<file path="src/rtl/ps2_pkg.sv">
// Shared PS/2 mouse command/response bytes and the init sequencer state type.
package ps2_pkg;

  localparam logic [7:0] CMD_RESET   = 8'hFF;
  localparam logic [7:0] CMD_EN      = 8'hF4;
  localparam logic [7:0] RSP_ACK     = 8'hFA;
  localparam logic [7:0] RSP_RESEND  = 8'hFE;
  localparam logic [7:0] RSP_BAT_OK  = 8'hAA;
  localparam logic [7:0] RSP_BAT_ERR = 8'hFC;
  localparam logic [7:0] RSP_ID      = 8'h00;

  typedef enum logic [3:0] {
    ST_IDLE,
    ST_SEND_RST,
    ST_WAIT_ACK_RST,
    ST_WAIT_BAT,
    ST_WAIT_ID,
    ST_SEND_EN,
    ST_WAIT_ACK_EN,
    ST_RETRY,
    ST_STREAM,
    ST_FAIL
  } init_state_t;

  function automatic logic is_send(input init_state_t s);
    return (s == ST_SEND_RST) || (s == ST_SEND_EN);
  endfunction

  function automatic logic is_wait(input init_state_t s);
    return (s == ST_WAIT_ACK_RST) || (s == ST_WAIT_BAT) ||
           (s == ST_WAIT_ID) || (s == ST_WAIT_ACK_EN);
  endfunction

endpackage

</file>
<file path="src/rtl/ps2_timeout.sv">
// Response timeout: up-counter cleared on state entry, expires at TIMEOUT_CYC-1.
module ps2_timeout #(
  parameter int unsigned TW          = 25,
  parameter int unsigned TIMEOUT_CYC = 20_000_000
) (
  input  logic clk,
  input  logic rst_n,
  input  logic clr_i,
  input  logic en_i,
  output logic expire_o
);

  logic [TW-1:0] cnt_q;

  always_ff @(posedge clk or negedge rst_n) begin
    if (!rst_n)     cnt_q <= '0;
    else if (clr_i) cnt_q <= '0;
    else if (en_i)  cnt_q <= cnt_q + 1'b1;
  end

  assign expire_o = en_i && (cnt_q == TW'(TIMEOUT_CYC - 1));

endmodule

</file>
<file path="src/rtl/ps2_mouse_init_ctrl.sv">
// PS/2 mouse bring-up sequencer: reset, BAT/ID check, enable reporting, then
// gate the packet decoder; retries on error/timeout and re-inits on hot-plug.
module ps2_mouse_init_ctrl
  import ps2_pkg::*;
#(
  parameter int unsigned TIMEOUT_CYC = 20_000_000,
  parameter int unsigned MAX_RETRY   = 3,
  parameter int unsigned TW          = 25
) (
  input  logic       clk,
  input  logic       reset,
  input  logic       start,
  output logic       tx_req,
  output logic [7:0] tx_byte,
  input  logic       tx_done,
  input  logic       tx_err,
  input  logic       rx_valid,
  input  logic [7:0] rx_byte,
  output logic       stream_en,
  output logic       busy,
  output logic       fail,
  output logic [1:0] retry_cnt
);

  init_state_t state_q, state_d;
  logic [1:0]  retry_q, retry_d, retry_inc;
  logic        fail_q, fail_d;
  logic        seen_aa_q, seen_aa_d;
  logic        tx_req_q, stream_en_q, busy_q;
  logic [7:0]  tx_byte_q;
  logic        at_limit, tmo, tmr_clr, tmr_en;
  logic [7:0]  rsp_exp;
  init_state_t rsp_next, resend_s;

  assign retry_inc = (retry_q == 2'd3) ? 2'd3 : retry_q + 2'd1;
  assign at_limit  = (retry_q == 2'(MAX_RETRY - 1));
  assign tmr_en    = is_send(state_q) || is_wait(state_q);
  // start re-enters SEND_RST even from SEND_RST, so it must also restart the timer
  assign tmr_clr   = start || (state_d != state_q);

  ps2_timeout #(.TW(TW), .TIMEOUT_CYC(TIMEOUT_CYC)) u_timeout (
    .clk      (clk),
    .rst_n    (reset),
    .clr_i    (tmr_clr),
    .en_i     (tmr_en),
    .expire_o (tmo)
  );

  always_comb begin
    rsp_exp  = RSP_ACK;
    rsp_next = ST_WAIT_BAT;
    resend_s = ST_SEND_RST;
    case (state_q)
      ST_WAIT_BAT:    begin rsp_exp = RSP_BAT_OK; rsp_next = ST_WAIT_ID;  end
      ST_WAIT_ID:     begin rsp_exp = RSP_ID;     rsp_next = ST_SEND_EN;  end
      ST_WAIT_ACK_EN: begin rsp_exp = RSP_ACK;    rsp_next = ST_STREAM;
                            resend_s = ST_SEND_EN; end
      default: ;
    endcase
  end

  always_comb begin
    state_d   = state_q;
    retry_d   = retry_q;
    fail_d    = fail_q;
    seen_aa_d = 1'b0;
    case (state_q)
      ST_IDLE: state_d = ST_SEND_RST;
      ST_SEND_RST, ST_SEND_EN: begin
        if (tx_req_q && tx_err)       state_d = ST_RETRY;
        else if (tx_req_q && tx_done)
          state_d = (state_q == ST_SEND_EN) ? ST_WAIT_ACK_EN : ST_WAIT_ACK_RST;
        else if (tmo)                 state_d = ST_RETRY;
      end
      ST_WAIT_ACK_RST, ST_WAIT_BAT, ST_WAIT_ID, ST_WAIT_ACK_EN: begin
        if (rx_valid) begin
          if (rx_byte == rsp_exp) begin
            state_d = rsp_next;
          end else if (rx_byte == RSP_RESEND) begin
            retry_d = retry_inc;
            if (at_limit) begin
              state_d = ST_FAIL;
              fail_d  = 1'b1;
            end else begin
              state_d = resend_s;
            end
          end else begin
            state_d = ST_RETRY;
          end
        end else if (tmo) begin
          state_d = ST_RETRY;
        end
      end
      ST_RETRY: begin
        retry_d = retry_inc;
        if (at_limit) begin
          state_d = ST_FAIL;
          fail_d  = 1'b1;
        end else begin
          state_d = ST_SEND_RST;
        end
      end
      ST_STREAM: begin
        seen_aa_d = seen_aa_q;
        if (rx_valid) begin
          if (rx_byte == RSP_BAT_OK) begin
            seen_aa_d = 1'b1;
          end else if (seen_aa_q && (rx_byte == RSP_ID)) begin
            state_d   = ST_SEND_RST;
            retry_d   = '0;
            seen_aa_d = 1'b0;
          end else begin
            seen_aa_d = 1'b0;
          end
        end
      end
      ST_FAIL: ;
      default: state_d = ST_IDLE;
    endcase
    if (start) begin
      state_d   = ST_SEND_RST;
      retry_d   = '0;
      fail_d    = 1'b0;
      seen_aa_d = 1'b0;
    end
  end

  always_ff @(posedge clk or negedge reset) begin
    if (!reset) begin
      state_q     <= ST_IDLE;
      retry_q     <= '0;
      fail_q      <= 1'b0;
      seen_aa_q   <= 1'b0;
      tx_req_q    <= 1'b0;
      tx_byte_q   <= '0;
      stream_en_q <= 1'b0;
      busy_q      <= 1'b0;
    end else begin
      state_q     <= state_d;
      retry_q     <= retry_d;
      fail_q      <= fail_d;
      seen_aa_q   <= seen_aa_d;
      // start forces a one-cycle request gap; the SEND state re-raises it next cycle
      tx_req_q    <= is_send(state_d) && !start;
      if (is_send(state_d))
        tx_byte_q <= (state_d == ST_SEND_EN) ? CMD_EN : CMD_RESET;
      stream_en_q <= (state_d == ST_STREAM);
      busy_q      <= is_send(state_d) || is_wait(state_d) || (state_d == ST_RETRY);
    end
  end

  assign tx_req    = tx_req_q;
  assign tx_byte   = tx_byte_q;
  assign stream_en = stream_en_q;
  assign busy      = busy_q;
  assign fail      = fail_q;
  assign retry_cnt = retry_q;

endmodule

</file>
<file path="config.mk">
export PLATFORM = sky130hd
export DESIGN_NAME = ps2_mouse_init_ctrl
export DESIGN_NICKNAME = d
export VERILOG_FILES = /design/src/rtl/ps2_pkg.sv /design/src/rtl/ps2_timeout.sv /design/src/rtl/ps2_mouse_init_ctrl.sv
export SDC_FILE = /design/constraint.sdc
export NUM_CORES = 1
export LEC_CHECK = 0
export CORE_ASPECT_RATIO = 0.9
export CORE_MARGIN = 2
export CORE_UTILIZATION = 50
export DETAILED_ROUTE_END_ITERATION = 10
export GPL_TIMING_DRIVEN = 0
export PLACE_DENSITY_LB_ADDON = 0.1
export SLEW_MARGIN = 40
export SYNTH_ARGS = -nofsm -noshare
export SYNTH_HDL_FRONTEND = slang
export SYNTH_SLANG_ARGS = --single-unit
export TNS_END_PERCENT = 50
</file>
<file path="constraint.sdc">
create_clock -name clk -period 3.7 [get_ports clk]
set_input_delay 0.555 -clock clk [delete_from_list [all_inputs] [get_ports clk]]
set_output_delay 0.555 -clock clk [all_outputs]
set_load 0.005 [all_outputs]
</file>
==> flow_summary_export.csv <==
group,metric,value,unit
drt,drtAntennaViolNets,0,
critical_path,crit_path_end_kind,"flip-flop",
cts,cts-hold-fix-buffers,0,
drt,drt_wl_total,5798,microns
cells_and_area,drive_gt1_share,15.43,%
sta,finalSetupViolCount,0,
cts,cts.htree.levels,2,
cts,clk_transition_reported_paths,0.08,ns
grt,via_count_of_the_first_global_routing_pass,2036,
synthesis,synthAdderAreaFrac,0.4735,%
grt,globalRoute.busiestLayer,"met1",
synthesis,synth-xor-area-share,7.955,%
cts,worstSkewPairLatency,0.29,ns
place,place.detailed.hpwl,4148,microns
grt,groute.layer.met2.usage,31.67,%
critical_path,critical_path.max_fanout,10,
critical_path,arrival,3.60,ns
cts,cts_resized,0,
floorplanning,pin_count,28,
power_and_ir_drop,leakagePower,1.153,nW
synthesis,synthFlopType,"sky130_fd_sc_hd__dfrtp_1",
critical_path,critPathRequiredTime,3.84,ns
sta,final_critical_path_setup_slack,0.2454,ns
cells_and_area,diodes,0,
synthesis,ys_async_sr_fraction,100.0,%
place,dp_cells,370,
drt,drt_pre_antenna_iters,4,
synthesis,warning_count_from_the_yosys_run,0,
drt,detailroute.via_count,2201,
place,portBuffers,27,
power_and_ir_drop,power_density_over_the_cells,475.8,nW/um^2
cts,cts.repair_timing.setup_buffer_count,0,
place,gp_congestion,0.9461,
cells_and_area,final_core_util,60.68,%
grt,grt-ovfl-total,0,
synthesis,share_of_synthesized_area_occupied_by_flip_flops_and_latches,35.98,%
sta,worst_hold_slack,0.2222,ns
power_and_ir_drop,total_power,1.490,mW
synthesis,multiplexer_fraction_of_the_synthesized_cell_area,1.136,%
synthesis,yosysUniqueCellTypes,56,
cts,cts_inserted_buffers,5,
critical_path,critPathKind,"input port to flip-flop",
cts,max-clock-path-buffers,2,
synthesis,ys_seq_elements,38,
drt,post_drt_via_cell_ratio,5.823,
cts,clock_sink_count,38,
sta,final-max-slew-violation-count,0,
sta,worst_clock_skew,0.01277,ns
drt,initialDrtViolationCount,148,
critical_path,cp_slowest_cell,"sky130_fd_sc_hd__clkbuf_1",
synthesis,mappedNetlistNets,291,
floorplanning,core_area,5161,sq um
floorplanning,fp-row-count,25,
synthesis,synth.largest_area_cell,"sky130_fd_sc_hd__dfrtp_1",
synthesis,synth_top_cells_by_area,"sky130_fd_sc_hd__dfrtp_1 36%, sky130_fd_sc_hd__nor4_2 9.0%, sky130_fd_sc_hd__xor2_1 4.3%",
critical_path,critical_path.cell_chain,"clkdlybuf4s50_1 -> nor3b_1 -> nand2_1 -> nor3_1 -> a211o_1 -> nand2b_1 -> a2bb2oi_1 -> clkbuf_1 -> nor4_2",
critical_path,kind_of_launch_point_of_the_worst_setup_path,"input port",
cells_and_area,most_common_library_cell_in_the_layout_ignoring_fill_and_taps,"sky130_fd_sc_hd__dfrtp_1",
cells_and_area,finish.net_count,325,
cells_and_area,area_growth_syn_to_layout,18.51,%
floorplanning,die_width,80.63,microns
synthesis,synth.cell_area,2643,sq um
synthesis,synth-compound-area-share,12.26,%
drt,avgRoutedWirePerCell,15.34,microns
place,postPlaceCellArea,2994,sq um
sta,slew_margin_rel,49.58,%
synthesis,edff_count_synth,0,
sta,fin_crit_sh,93.37,%
grt,globalRouteMet1Util,32.33,%
cells_and_area,layout.cells.most_common_list,"38 x sky130_fd_sc_hd__dfrtp_1, 26 x sky130_fd_sc_hd__clkdlybuf4s50_1, 23 x sky130_fd_sc_hd__nor2_1",
grt,grt_pass1_wl,9791,microns
sta,tightest_slew,0.7562,ns
synthesis,synth_simple_gate_area_share,35.23,%
grt,grt_max_degree,39,
sta,final.setup.tns,0,ns
cts,clk_root_buffer_cell,"sky130_fd_sc_hd__clkbuf_8",
synthesis,netlist_instances,276,
job,maxCapViolations,0,
place,preCtsSetupSlack,-0.03401,ns
floorplanning,die_area,5883,sq um
synthesis,synthesis.area_per_instance,9.574,sq um
grt,groute.usage.overall,21.57,%
critical_path,critical-path-max-stage-delay,0.64,ns
sta,hold_viol_final,0,
cts,tritoncts_clock_tree,"done",
drt,drc_errors,0,
cells_and_area,post-route-cell-area,3132,sq um
synthesis,synth_top_cell_area_share,35.98,%
floorplanning,dieHeight,72.97,microns
synthesis,main_combinational_cell_family_by_area_after_synthesis,"simple AND/OR/NAND/NOR gates",
outcome,outcome,"complete, no violations",
sta,fin_crit,3.455,ns
power_and_ir_drop,vdd.ir_drop.worst,235.1,uV
cells_and_area,instances_no_fill,378,
hold_path,holdCritPathClass,"input port to asynchronous set/reset pin",
sta,grt_setup_unrepaired,"false",
sta,max_freq,289.5,MHz
grt,m3_gr_usage,4.455,%
grt,antenna_found_initial,0,
floorplanning,effective_utilization_at_floorplan,51.20,%
-- registers in the layout, summed over array words and instances, names as in the netlist, 2 cells and up --
register and count:
state_q 4, tx_byte 2, u_timeout.cnt_q 25, retry_cnt 2
-- synth_stat cells (2+ instances only) --
library cell and instances:
sky130_fd_sc_hd__a211o_1 3, sky130_fd_sc_hd__a211oi_1 2, sky130_fd_sc_hd__a21o_1 3, sky130_fd_sc_hd__a21oi_1 10, sky130_fd_sc_hd__a221o_1 2, sky130_fd_sc_hd__a32oi_1 3
sky130_fd_sc_hd__and2_1 2, sky130_fd_sc_hd__and3_1 8, sky130_fd_sc_hd__and4_1 5, sky130_fd_sc_hd__buf_1 3, sky130_fd_sc_hd__buf_12 2, sky130_fd_sc_hd__buf_4 7
sky130_fd_sc_hd__buf_6 2, sky130_fd_sc_hd__clkbuf_1 7, sky130_fd_sc_hd__dfrtp_1 38, sky130_fd_sc_hd__inv_1 7, sky130_fd_sc_hd__mux2i_1 3, sky130_fd_sc_hd__nand2_1 17
sky130_fd_sc_hd__nand2b_1 9, sky130_fd_sc_hd__nand3_1 9, sky130_fd_sc_hd__nand4_1 4, sky130_fd_sc_hd__nor2_1 23, sky130_fd_sc_hd__nor2b_1 3, sky130_fd_sc_hd__nor3_1 8
sky130_fd_sc_hd__nor3b_1 5, sky130_fd_sc_hd__nor4_1 6, sky130_fd_sc_hd__nor4_2 19, sky130_fd_sc_hd__nor4_4 2, sky130_fd_sc_hd__nor4b_1 3, sky130_fd_sc_hd__nor4bb_1 2
sky130_fd_sc_hd__o211ai_1 2, sky130_fd_sc_hd__o21a_1 3, sky130_fd_sc_hd__o21ai_0 7, sky130_fd_sc_hd__or2_2 2, sky130_fd_sc_hd__or4_1 2, sky130_fd_sc_hd__xnor2_1 11
sky130_fd_sc_hd__xor2_1 13
-- where the power goes --
part | switching, mW | internal (mW)
logic | 0.355 | 0.241
clock network | 0.158 | 0.270
registers | 0.0229 | 0.443
-- worst max-delay path: cells and delay by family --
kind / cells / cell delay [ns]
buffers and inverters: 2 / 1.23
AND/OR/NAND/NOR: 5 / 1.09
AO/OA/AOI/OAI: 2 / 0.70
-- path summary, 6_finish.rpt --
check / slack, ns / cells after the start / start / to
min in group clk: 0.53 / 2 / fail$_DFFE_PN0P_ / fail$_DFFE_PN0P_
worst max register to register: 0.31 / 9 / state_q[1]$_DFF_PN0_ / u_timeout.cnt_q[6]$_DFFE_PN0P_
max in group asynchronous: 3.11 / 1 / reset / u_timeout.cnt_q[5]$_DFFE_PN0P_
worst min register to register: 0.53 / 2 / fail$_DFFE_PN0P_ / fail$_DFFE_PN0P_
worst max-delay path: 0.25 / 9 / rx_valid / u_timeout.cnt_q[6]$_DFFE_PN0P_
worst min-delay path: 0.22 / 1 / reset / stream_en$_DFF_PN0_
-- per-layer routing --
metal | vias to the layer above | wire length (microns)
met2 | 68 | 2533
met4 | 0 | 54
met1 | 1045 | 2832
met5 | - | 0
li1 | 1081 | -
met3 | 7 | 378
-- logic make-up after synthesis --
kind of cell	Yosys count
compound gates	46
xor+xnor	24
buf+inv	29
mux	3
flops	38
fa+ha+maj	1
simple gates	135
-- layout make-up --
class                           instances  area [sq um]
Sequential cell                        38         950.9
Multi-Input combinational cell        209          1508
Clock inverter                          3         68.82
Timing Repair Buffer                   27         267.8
Tap cell                               67         83.83
Clock buffer                            5         68.82
Inverter                                7         26.28
Buffer                                 22         157.7
Fill cell                             465          2029
No activity file was read; power rests on OpenSTA's default activity.
